$ cat src/rtl/fs2_decode_buffer_pkg.sv
// ---------------------------------------------------------------------------
// fs2_decode_buffer_pkg
// Shared fetch definitions for the FetchStage2 -> Decode bundle buffer.
//   FETCH_WIDTH       : slots per fetch bundle
//   SIZE_INSTRUCTION  : instruction field width
//   SIZE_PC           : pc / targetAddr field width
//   SIZE_CTI_LOG      : ctiqTag field width
//   PKT_W             : packet width {instruction, pc, targetAddr, ctiqTag, prediction}
//   DEPTH             : default number of bundle entries
//   bundle_t          : per-slot valid vector plus one packet per slot
// ---------------------------------------------------------------------------
package fs2_decode_buffer_pkg;

    localparam int FETCH_WIDTH      = 4;
    localparam int SIZE_INSTRUCTION = 64;
    localparam int SIZE_PC          = 32;
    localparam int SIZE_CTI_LOG     = 4;

    // instruction + pc + targetAddr + ctiqTag + prediction bit (= 133)
    localparam int PKT_W = SIZE_INSTRUCTION + 2 * SIZE_PC + SIZE_CTI_LOG + 1;

    localparam int DEPTH = 2;

    typedef logic [PKT_W-1:0] packet_t;

    typedef struct packed {
        logic [FETCH_WIDTH-1:0]           valid;
        logic [FETCH_WIDTH-1:0][PKT_W-1:0] pkt;
    } bundle_t;

    // A bundle is only worth queueing if at least one slot carries work.
    function automatic logic bundle_has_work(input logic [FETCH_WIDTH-1:0] valid);
        return |valid;
    endfunction

endpackage

$ cat src/rtl/fs2_decode_buffer_fifo_ctrl.sv
// ---------------------------------------------------------------------------
// fs2_bundle_fifo_ctrl
// Occupancy, pointer and overflow bookkeeping for the bundle buffer.
// Ports:
//   clk, reset    : clock, asynchronous active-low reset
//   push_req      : a bundle with at least one valid slot is offered
//   stall         : Decode cannot take the head bundle this cycle
//   flush         : discard everything buffered and the offered bundle
//   count         : bundles currently held
//   rd_ptr        : entry index of the head bundle
//   wr_ptr        : entry index the next accepted bundle is written to
//   wr_en         : offered bundle is accepted at this edge
//   overflow_err  : sticky, set when a push is dropped because the buffer is full
// ---------------------------------------------------------------------------
module fs2_bundle_fifo_ctrl
    import fs2_decode_buffer_pkg::*;
#(
    parameter int DEPTH = fs2_decode_buffer_pkg::DEPTH,
    parameter int CNT_W = $clog2(DEPTH + 1),
    parameter int PTR_W = (DEPTH > 1) ? $clog2(DEPTH) : 1
) (
    input  logic             clk,
    input  logic             reset,
    input  logic             push_req,
    input  logic             stall,
    input  logic             flush,
    output logic [CNT_W-1:0] count,
    output logic [PTR_W-1:0] rd_ptr,
    output logic [PTR_W-1:0] wr_ptr,
    output logic             wr_en,
    output logic             overflow_err
);

    localparam logic [CNT_W-1:0] FULL_CNT = CNT_W'(DEPTH);

    logic             push;
    logic             pop;
    logic             full;
    logic             accept;
    logic             drop;
    logic [CNT_W-1:0] count_nxt;

    always_comb begin
        push   = push_req & ~flush;
        pop    = (count != '0) & ~stall & ~flush;
        full   = (count == FULL_CNT);
        // When full, a same-cycle pop frees the slot the push lands in.
        accept = push & (~full | pop);
        drop   = push & full & ~pop;

        count_nxt = count;
        if (flush) begin
            count_nxt = '0;
        end else begin
            case ({accept, pop})
                2'b10:   count_nxt = count + CNT_W'(1);
                2'b01:   count_nxt = count - CNT_W'(1);
                default: count_nxt = count;
            endcase
        end
    end

    assign wr_en = accept;

    always_ff @(posedge clk or negedge reset) begin
        if (!reset) begin
            count        <= '0;
            rd_ptr       <= '0;
            wr_ptr       <= '0;
            overflow_err <= 1'b0;
        end else begin
            count <= count_nxt;
            if (flush) begin
                rd_ptr <= '0;
                wr_ptr <= '0;
            end else begin
                // DEPTH is a power of two, so natural wrap is modulo DEPTH.
                if (pop)    rd_ptr <= rd_ptr + PTR_W'(1);
                if (accept) wr_ptr <= wr_ptr + PTR_W'(1);
            end
            if (drop) overflow_err <= 1'b1;
        end
    end

endmodule

$ cat src/rtl/fs2_decode_buffer.sv
// ---------------------------------------------------------------------------
// fs2_decode_buffer
// Two-entry bundle queue between FetchStage2 and Decode. Holds whole 4-wide
// bundles, presents the oldest one to Decode and absorbs Decode backpressure.
// Ports:
//   clk, reset               : clock, asynchronous active-low reset
//   fs2Ready_i               : bundle offered this cycle
//   instNValid_i/Packet_i    : offered slot valids and packets (N = 0..3)
//   stall_i                  : Decode cannot accept the head bundle
//   flush_i                  : recovery flush, discards all bundles
//   decodeReady_o            : head bundle valid
//   instNValid_o/Packet_o    : head bundle slots, zero when empty
//   bufferFull_o             : buffer holds DEPTH bundles (fetch stall)
//   occupancy_o              : bundles held
//   overflowErr_o            : sticky, a push was dropped while full
// ---------------------------------------------------------------------------
module fs2_decode_buffer
    import fs2_decode_buffer_pkg::*;
#(
    parameter int DEPTH = fs2_decode_buffer_pkg::DEPTH
) (
    input  logic             clk,
    input  logic             reset,
    input  logic             fs2Ready_i,
    input  logic             inst0Valid_i,
    input  logic             inst1Valid_i,
    input  logic             inst2Valid_i,
    input  logic             inst3Valid_i,
    input  logic [PKT_W-1:0] inst0Packet_i,
    input  logic [PKT_W-1:0] inst1Packet_i,
    input  logic [PKT_W-1:0] inst2Packet_i,
    input  logic [PKT_W-1:0] inst3Packet_i,
    input  logic             stall_i,
    input  logic             flush_i,
    output logic             decodeReady_o,
    output logic             inst0Valid_o,
    output logic             inst1Valid_o,
    output logic             inst2Valid_o,
    output logic             inst3Valid_o,
    output logic [PKT_W-1:0] inst0Packet_o,
    output logic [PKT_W-1:0] inst1Packet_o,
    output logic [PKT_W-1:0] inst2Packet_o,
    output logic [PKT_W-1:0] inst3Packet_o,
    output logic             bufferFull_o,
    output logic [1:0]       occupancy_o,
    output logic             overflowErr_o
);

    localparam int CNT_W = $clog2(DEPTH + 1);
    localparam int PTR_W = (DEPTH > 1) ? $clog2(DEPTH) : 1;

    logic [CNT_W-1:0] count;
    logic [PTR_W-1:0] rd_ptr;
    logic [PTR_W-1:0] wr_ptr;
    logic             wr_en;
    logic             not_empty;

    bundle_t in_bundle;
    bundle_t head;
    bundle_t mem [DEPTH];

    assign in_bundle.valid  = {inst3Valid_i, inst2Valid_i, inst1Valid_i, inst0Valid_i};
    assign in_bundle.pkt[0] = inst0Packet_i;
    assign in_bundle.pkt[1] = inst1Packet_i;
    assign in_bundle.pkt[2] = inst2Packet_i;
    assign in_bundle.pkt[3] = inst3Packet_i;

    fs2_bundle_fifo_ctrl #(
        .DEPTH (DEPTH),
        .CNT_W (CNT_W),
        .PTR_W (PTR_W)
    ) u_ctrl (
        .clk          (clk),
        .reset        (reset),
        .push_req     (fs2Ready_i & bundle_has_work(in_bundle.valid)),
        .stall        (stall_i),
        .flush        (flush_i),
        .count        (count),
        .rd_ptr       (rd_ptr),
        .wr_ptr       (wr_ptr),
        .wr_en        (wr_en),
        .overflow_err (overflowErr_o)
    );

    // Payload storage carries no reset; the empty mask below hides stale data.
    always_ff @(posedge clk) begin
        if (wr_en) mem[wr_ptr] <= in_bundle;
    end

    assign head      = mem[rd_ptr];
    assign not_empty = (count != '0);

    assign decodeReady_o = not_empty;
    assign inst0Valid_o  = not_empty & head.valid[0];
    assign inst1Valid_o  = not_empty & head.valid[1];
    assign inst2Valid_o  = not_empty & head.valid[2];
    assign inst3Valid_o  = not_empty & head.valid[3];
    assign inst0Packet_o = not_empty ? head.pkt[0] : '0;
    assign inst1Packet_o = not_empty ? head.pkt[1] : '0;
    assign inst2Packet_o = not_empty ? head.pkt[2] : '0;
    assign inst3Packet_o = not_empty ? head.pkt[3] : '0;

    assign bufferFull_o = (count == CNT_W'(DEPTH));
    assign occupancy_o  = 2'(count);

endmodule

$ cat config.mk
export PLATFORM = sky130hd
export DESIGN_NAME = fs2_decode_buffer
export DESIGN_NICKNAME = d
export VERILOG_FILES = /design/src/rtl/fs2_decode_buffer_pkg.sv /design/src/rtl/fs2_decode_buffer_fifo_ctrl.sv /design/src/rtl/fs2_decode_buffer.sv
export SDC_FILE = /design/constraint.sdc
export NUM_CORES = 1
export LEC_CHECK = 0
export ABC_AREA = 0
export CAP_MARGIN = 20
export CORE_AREA = 4 4 420 422
export CTS_CLUSTER_DIAMETER = 40
export DETAILED_ROUTE_END_ITERATION = 8
export DIE_AREA = 0 0 424 426
export PLACE_DENSITY_LB_ADDON = 0.1
export SKIP_CTS_REPAIR_TIMING = 1
export SLEW_MARGIN = 15
export SYNTH_ARGS = -nofsm -noshare
export SYNTH_HDL_FRONTEND = slang
export SYNTH_SLANG_ARGS = --single-unit
$ cat constraint.sdc
create_clock -name clk -period 158.6 [get_ports clk]
set_input_delay 31.72 -clock clk [delete_from_list [all_inputs] [get_ports clk]]
set_output_delay 31.72 -clock clk [all_outputs]
set_load 0.01 [all_outputs]
* After elaboration in Yosys (flattened, before gate mapping)
Memories as Yosys holds them, arrays and structs flattened.
Cells that the tools add are included.
Widths: inputs -> output; s select.
** Storage, ports and cells
- Bits in registers :: 5
- Latch bits :: 0
- Bits in writable memories :: 1072
- Bits in read-only memories :: 0
- Input bits :: 541
- Output and inout bits :: 541
- Word-level logic and storage cells :: 45
- Memories kept :: 1
** Operators by class
- Add/sub/neg operators :: 4
- $mul :: 0
- Div/mod/pow operators :: 0
- Magnitude comparators :: 0
- Equality and inequality tests :: 3
- Shifts and indexed selects :: 0
- Multiplexer cells :: 12
- Bitwise operators :: 16
- Reductions and logical operators :: 5
** Memories
- mem :: words 2, bits a word 536, rd ports 1, clocked after Yosys merged registers in 0, write ports 1, line fs2_decode_buffer.sv:60 : bundle_t mem [DEPTH];
** Operators with widths (count)
- $mux 133 :: 4
- $and 1x1->1 :: 11
- $mux 1 :: 6
- $reduce_bool 2->1 :: 3
- $eq 2x2->1 const B :: 2
- $not 1->1 :: 4
- $pmux 2 s2 :: 1
- $reduce_or 4->1 :: 1
- $reduce_bool 3->1 :: 1
- $add 1x1->1 const B :: 2
- $add 2x1->2 const B :: 1
- $eq 2x1->1 const B :: 1
- $mux 2 :: 1
- $sub 2x1->2 const B :: 1
- $or 1x1->1 :: 1

* Longest topological paths before layout
Gate-level depths: netlist of the first run.
- Word-level depth :: 8
- Mapped depth :: 5
- Gate-level depth less buffers :: 3

* Hierarchy
Synthesis of the first run repeated with hierarchy kept, for this count alone.
** Second synthesis, totals
- Cells, all modules :: 2297
- Area, all modules :: 40603.9 µm²
** Modules (own cells, without submodules)
- fs2_decode_buffer :: instances 1, cells each 2269, area each 40328.7 µm², sequential area each 32190.9 µm²
- fs2_bundle_fifo_ctrl :: instances 1, cells each 28, area each 275.3 µm², sequential area each 125.1 µm²

* Worst setup path before layout of the first run
Ideal clock, no wire load.
- Kind :: input to register
- Start point :: input stall_i
- End point :: memory mem[1][0] (netlist bit), enable pin
- Arrival time :: 86245 ps
- Data required time :: 155670 ps
- Path slack :: 69424 ps
- Stages on the path :: 3
- Path buffers :: 1
- Cell sequence :: clkbuf_1 -> and3b_1 -> nor4b_1
** On the way
- Cells in the longest elaborated chain, start to end :: 7
** RTL lines
- from (decl) :: line fs2_decode_buffer.sv:33 : input logic stall_i,
- $not 1->1 :: line fs2_decode_buffer_fifo_ctrl.sv:45 : pop = (count != '0) & ~stall & ~flush;
- $and 1x1->1 (2 in series) :: line fs2_decode_buffer_fifo_ctrl.sv:45
- $or 1x1->1 :: line fs2_decode_buffer_fifo_ctrl.sv:48 : accept = push & (~full | pop);
- $and 1x1->1 :: line fs2_decode_buffer_fifo_ctrl.sv:48
- $mux 1 :: line fs2_decode_buffer.sv:87 : if (wr_en) mem[wr_ptr] <= in_bundle;
- $mux 1 (implied by the code) :: line fs2_decode_buffer.sv:87
- to (decl) :: line fs2_decode_buffer.sv:60
Every way passes these cells.

* Worst setup path after layout of the first run
- Start point :: register u_ctrl.count[0]
- End point :: output inst1Packet_o[91]
** On the way
- Cells in the longest elaborated chain, start to end :: 2
** RTL lines
- from (decl) :: line fs2_decode_buffer_fifo_ctrl.sv:27 : output logic [CNT_W-1:0] count,
- from (signal assigned) :: line fs2_decode_buffer_fifo_ctrl.sv:72 : count <= count_nxt;
- $reduce_bool 2->1 :: line fs2_decode_buffer.sv:91 : assign not_empty = (count != '0);
- $mux 133 :: line fs2_decode_buffer.sv:99 : assign inst1Packet_o = not_empty ? head.pkt[1] : '0;
- to (decl) :: line fs2_decode_buffer.sv:41 : output logic [PKT_W-1:0] inst1Packet_o,
Every way passes these cells.

==> flow_summary.toml, run 1 <==
[place]
pre_cts_slack_ns = 121.41
gp_congestion = 0.787
io_buffers = 1081
placed_cells = 5610
hpwl_mm = 96.9

[clock_network]
root_buffer = "clkbuf_16"
cts_tree = "yes"
clk_pin_slew_ns = 0.05
numCtsBuffers = 200
htree_levels = 4
cts_sinks = 1077
clk_latency_ns = 0.80
cts_buffer_depth = 3

[floorplan]
coreArea_sq_um = 173000
die-height_microns = 426
fp-row-count = 153
die_area_sq_um = 181000
io_pins = 1082
fp.dieW_microns = 424
initial_core_util = 0.234

[logic_synthesis]
synth.area.top_cells = "edfxtp_1 80%, mux2i_1 13%, nor2_1 5.0%"
synth_top_cell_by_area = "edfxtp_1"
synth_area_sq_um = 40400
ys_ff_latch = 1077
avgSynthCellArea_sq_um = 17.6
ys_seq_area_frac = 0.799
yosysTopAreaCellShare = 0.796
syn-num-nets = 2835
ys_types = 20
synth-compound-area-share = 0.00204
yosys_warnings = 0
synth_xor_area_frac = 0.000217
synth_top_family_by_area = "multiplexers"
synthSimpleGateAreaFrac = 0.0514
synthCells = 2294
synth_adder_area_share = 0
synthMuxAreaShare = 0.133

[finish]
drive_gt1_frac = 0.0957
stdcell_count = 5999
nNetsFinal = 4029
syn_to_final_growth_pct = 50.3

[sta]
fmax_ghz = 0.0268
clock_skew_ns = 0.0264
tightest_slew_ns = 1.13
period_needed_ns = 37.36
rsz0062_at_grt = "false"
setup_tns_ns = 0
hold-worst-slack_ns = 0.459
final.setup.worst_slack_ns = 121.24
fin_crit_sh = 0.236
drv_slew = 0
hold_viol_final = 0
slew_headroom = 0.250
setup_violations = 0

[global_routing]
grt_remaining_overflow = 0
grt_max_degree = 145
antenna_found_initial = 60
grt_pass1_wl_mm = 191
grt_pass1_vias = 25011
grt_usage = 0.149

[status]
status = "completed"

[setup_path]
cp_top_family = "buffers and inverters"
reg2regPathDepth = 6
reg2reg_to = "mem[1][281]"
cp_cell_sequence = "nor2_4 -> buf_4 -> buf_4 -> buf_4 -> buf_4 -> nor2_1 -> clkdlybuf4s50_1"
cp_common_cell = "buf_4"
arrival_ns = 5.64
slowest_stage = "buf_4"
required_ns = 126.88
crit_buf_inv = 5
worstPathMaxFanout = 88
cp-start-kind = "flop"
path_class = "flop to output pin"
slowest_delay_ns = 0.90
r2r_start = "u_ctrl.count[0]"
rrSetupSlack_ns = 153.26
worstSetupEndpointType = "output pin"

[routing]
drtIter0Drc = 1154
wl_per_cell_microns = 23.2
drtPass1Iterations = 4
drc_errors = 0
ant_nets = 0
vias = 24123
viasPerCell = 4.02
drt_wl_total_mm = 139

[pwr]
vdd_ir_drop_max_v = 0.0000106
p_leak_nw = 19.7
powerDensity_nw_per_um2 = 13.7

[job]
maxCapViolations = 0

[worst_hold_path]
whs_endpoint = "u_ctrl.overflow_err"
min_from = "u_ctrl.overflow_err"
worstHoldPathCells = 1
hold_class = "flop to flop"
[kinds of logic (layout without fill, tap and decap cells)]
kind of cell | after synthesis | after routing
flops | 1077 | 1077
xor+xnor | 1 | 1
buf+inv | 122 | 1485
simple gates | 547 | 547
other cells | 0 | 17
compound gates | 11 | 11
mux | 536 | 536
[worst register-to-register path: stages, from the launching register on]
cell and delay, ns:
dfrtp_1 0.56, and3b_1 0.29, nor4b_2 0.75, buf_4 0.67, buf_4 0.97, buf_4 0.91
buf_12 0.60
[cells in the final DEF (no fill, tap or decap), types with 3 or more instances in the layout]
| master | Yosys | final |
|---|---|---|
| clkdlybuf4s50_1 | 0 | 1081 |
| edfxtp_1 | 1072 | 1072 |
| nor2_1 | 539 | 538 |
| mux2i_1 | 536 | 536 |
| clkbuf_16 | 0 | 201 |
| clkinv_2 | 0 | 36 |
| clkinv_1 | 0 | 30 |
| clkbuf_1 | 13 | 27 |
| bufinv_16 | 0 | 27 |
| buf_4 | 0 | 24 |
| clkinvlp_4 | 0 | 21 |
| diode_2 | 0 | 17 |
| inv_6 | 0 | 8 |
| clkinv_4 | 0 | 8 |
| buf_12 | 0 | 6 |
| clkinv_16 | 0 | 5 |
| a21oi_1 | 4 | 4 |
| inv_16 | 0 | 4 |
| dfrtp_1 | 5 | 4 |
| or3_1 | 3 | 3 |
[metrics by stage]
step / cell area, sq um / power [mW] / util
2_1_floorplan: 40400 / 0.383 / -
3_3_place_gp: 53900 / 0.417 / 0.312
3_5_place_dp: 53900 / 0.417 / 0.312
4_1_cts: 60700 / 0.850 / 0.351
5_1_grt: 60800 / 0.869 / 0.351
6_report: 60800 / 0.836 / 0.351
[Yosys cell counts (all sizes together)]
library cell	n
a41o	1
nor4	2
nor4b	1
or3	3
nor3	1
edfxtp	1072
o41ai	1
inv	2
o41a	1
mux2i	536
nor2	539
o21ai	2
and3b	1
dfrtp	5
clkbuf	13
buf	107
a221oi	1
a21o	1
xnor2	1
a21oi	4
[power by group]
group	leakage, nW	internal, mW	switching [mW]
sequential	9.90	0.325	0.00249
clock	3.27	0.277	0.149
combinational	6.56	0.0402	0.0420
total	19.7	0.642	0.193
[registers in the layout, indices dropped and copies added (netlist names)]
name / cells
mem: 1072
u_ctrl.count: 2
u_ctrl.overflow_err: 1
u_ctrl.rd_ptr: 1
u_ctrl.wr_ptr: 1
[cell type report]
cell class,instances,area (sq um)
fill,16794,112000
sequential,1077,32300
antenna,17,42.5
inverter,2,7.51
clock inverter,143,1690
timing repair buffer,1112,11100
multi-input combinational,1095,7550
clock buffer,228,5130
tap,2325,2910
[routing by layer]
metal,part of all wire,global-route usage
met3,0.065,0.0491
met4,0.024,0.0501
met2,0.54,0.276
met5,0.0012,0
met1,0.37,0.157
[worst max path at each step]
stage,startpoint,to,cells after the start
floorplan,stall_i,mem[1][0],3
global placement,stall_i,mem[1][250],7
detailed placement,stall_i,mem[1][281],7
CTS,u_ctrl.count[0],inst1Packet_o[91],7
global route,u_ctrl.count[0],inst1Packet_o[131],7
finish,u_ctrl.count[0],inst1Packet_o[91],7
(Power assumes the default switching activity.)
==> run 2: changes to the inputs <==
Clock period 158.6 ns to 34.3 ns, I/O delays scaled along.
==> run 2 against run 1 <==
Net effect:
- register-to-register slack got worse by 120 ns
- clock skew fell by 0.010 ns
- utilization fell by 0.057 points
==> flow_summary.toml, run 2 (synthesis gave the netlist of run 1 again) <==
[status]
status = "completed"

[finish]
syn_to_final_growth_pct = 50.1
largest_reg_flops = 1072
reg_top3 = "mem x1072, u_ctrl.count x2"
top_register = "mem"
layout_common_cells = "1,081 x clkdlybuf4s50_1, 1,072 x edfxtp_1, 538 x nor2_1"
drive_gt1_frac = 0.0973
nNetsFinal = 4026
final_area_sq_um = 60700
layout_commonest_cell = "clkdlybuf4s50_1"

[job]
maxCapViolations = 0

[floorplan]
fp.dieW_microns = 424
die_area_sq_um = 181000
io_pins = 1082
die-height_microns = 426
coreArea_sq_um = 173000
fp-row-count = 153
initial_core_util = 0.234

[worst_hold_path]
hold_class = "flop to flop"

[setup_path]
required_ns = 27.44
worstSetupEndpointType = "output pin"
arrival_ns = 5.47
cp_common_cell = "buf_4"
cp_top_family = "buffers and inverters"
crit_buf_inv = 5
slowest_delay_ns = 0.80
cp_cell_sequence = "nor2_4 -> buf_4 -> buf_4 -> buf_4 -> buf_4 -> nor2_1 -> clkdlybuf4s50_1"
cp-start-kind = "flop"
path_class = "flop to output pin"
slowest_stage = "buf_4"
worstPathMaxFanout = 72

[clock_network]
htree_levels = 4
clk_latency_ns = 0.78
cts_buffer_depth = 3
root_buffer = "clkbuf_16"
cts_sinks = 1077
numCtsBuffers = 196
clk_pin_slew_ns = 0.05
cts_tree = "yes"

[routing]
vias = 24104
viasPerCell = 4.01
drtIter0Drc = 1091
wl_per_cell_microns = 23.0
drc_errors = 0
drtPass1Iterations = 4
drt_wl_total_mm = 138
ant_nets = 0

[sta]
clock_skew_ns = 0.0160
drv_slew = 0
setup_tns_ns = 0
fin_crit_sh = 0.359
rsz0062_at_grt = "false"
tightest_slew_ns = 1.15
setup_violations = 0
period_needed_ns = 12.33
hold_viol_final = 0
fmax_ghz = 0.0811
slew_headroom = 0.234

[global_routing]
grt_max_degree = 162
antenna_found_initial = 69
grt_pass1_vias = 25202
grt_remaining_overflow = 0
grt_usage = 0.147
grt_pass1_wl_mm = 190

[place]
io_buffers = 1081
gp_congestion = 0.761
hpwl_mm = 96.5
postPlaceCellArea_sq_um = 54000

[pwr]
vdd_ir_drop_max_v = 0.0000473
p_leak_nw = 19.7
powerDensity_nw_per_um2 = 63.0
run 2: final timing paths:
check | start | end | slack, ns | depth (start not counted)
max | u_ctrl.count[0] | inst2Packet_o[5] | 21.97 | 7
min | u_ctrl.overflow_err | u_ctrl.overflow_err | 0.49 | 1
max reg2reg | u_ctrl.count[0] | mem[0][465] | 28.73 | 7
min reg2reg | u_ctrl.overflow_err | u_ctrl.overflow_err | 0.49 | 1
max in group asynchronous | reset | u_ctrl.rd_ptr | 27.73 | 1
min in group asynchronous | reset | u_ctrl.count[1] | 6.33 | 1
run 2: cell type report:
| type | instances | area (sq um) |
|---|---|---|
| sequential | 1077 | 32300 |
| inverter | 2 | 7.51 |
| clock buffer | 218 | 5050 |
| antenna | 30 | 75.1 |
| multi-input combinational | 1095 | 7580 |
| tap | 2325 | 2910 |
| fill | 16779 | 112000 |
| timing repair buffer | 1113 | 11100 |
| clock inverter | 144 | 1610 |
run 2: per-layer routing:
layer | global-route usage | up-vias | wire length [microns]
met2 | 0.258 | 822 | 72100
met1 | 0.158 | 11860 | 51100
met5 | 0 | - | 193
li1 | - | 11110 | -
met4 | 0.0657 | 32 | 4810
met3 | 0.0545 | 280 | 10200
run 2: metrics by stage:
stage	worst slack (ns)	power, mW	utilization	hold WS, ns	std cells
after floorplan	-3.14	1.73	-	0.493	2294
after global placement	21.49	1.93	0.312	0.496	5611
after detailed placement	21.49	1.93	0.312	0.485	5612
after CTS	21.67	3.89	0.350	0.507	5974
after global routing	21.38	3.98	0.351	0.520	5995
final	21.97	3.83	0.351	0.494	6004
run 2: power breakdown:
part           leakage, nW  switching [mW]  internal, mW
clock                 3.19           0.663          1.27
sequential            9.90          0.0114          1.50
combinational         6.58           0.193         0.186
run 2: worst register-to-register path, cell delays in order (launching register included):
cell     delay, ns
dfrtp_1       0.51
and3b_1       0.31
nor4_4        0.23
buf_4         0.85
buf_12        0.66
buf_4         0.90
buf_4         0.88
buf_4         0.77
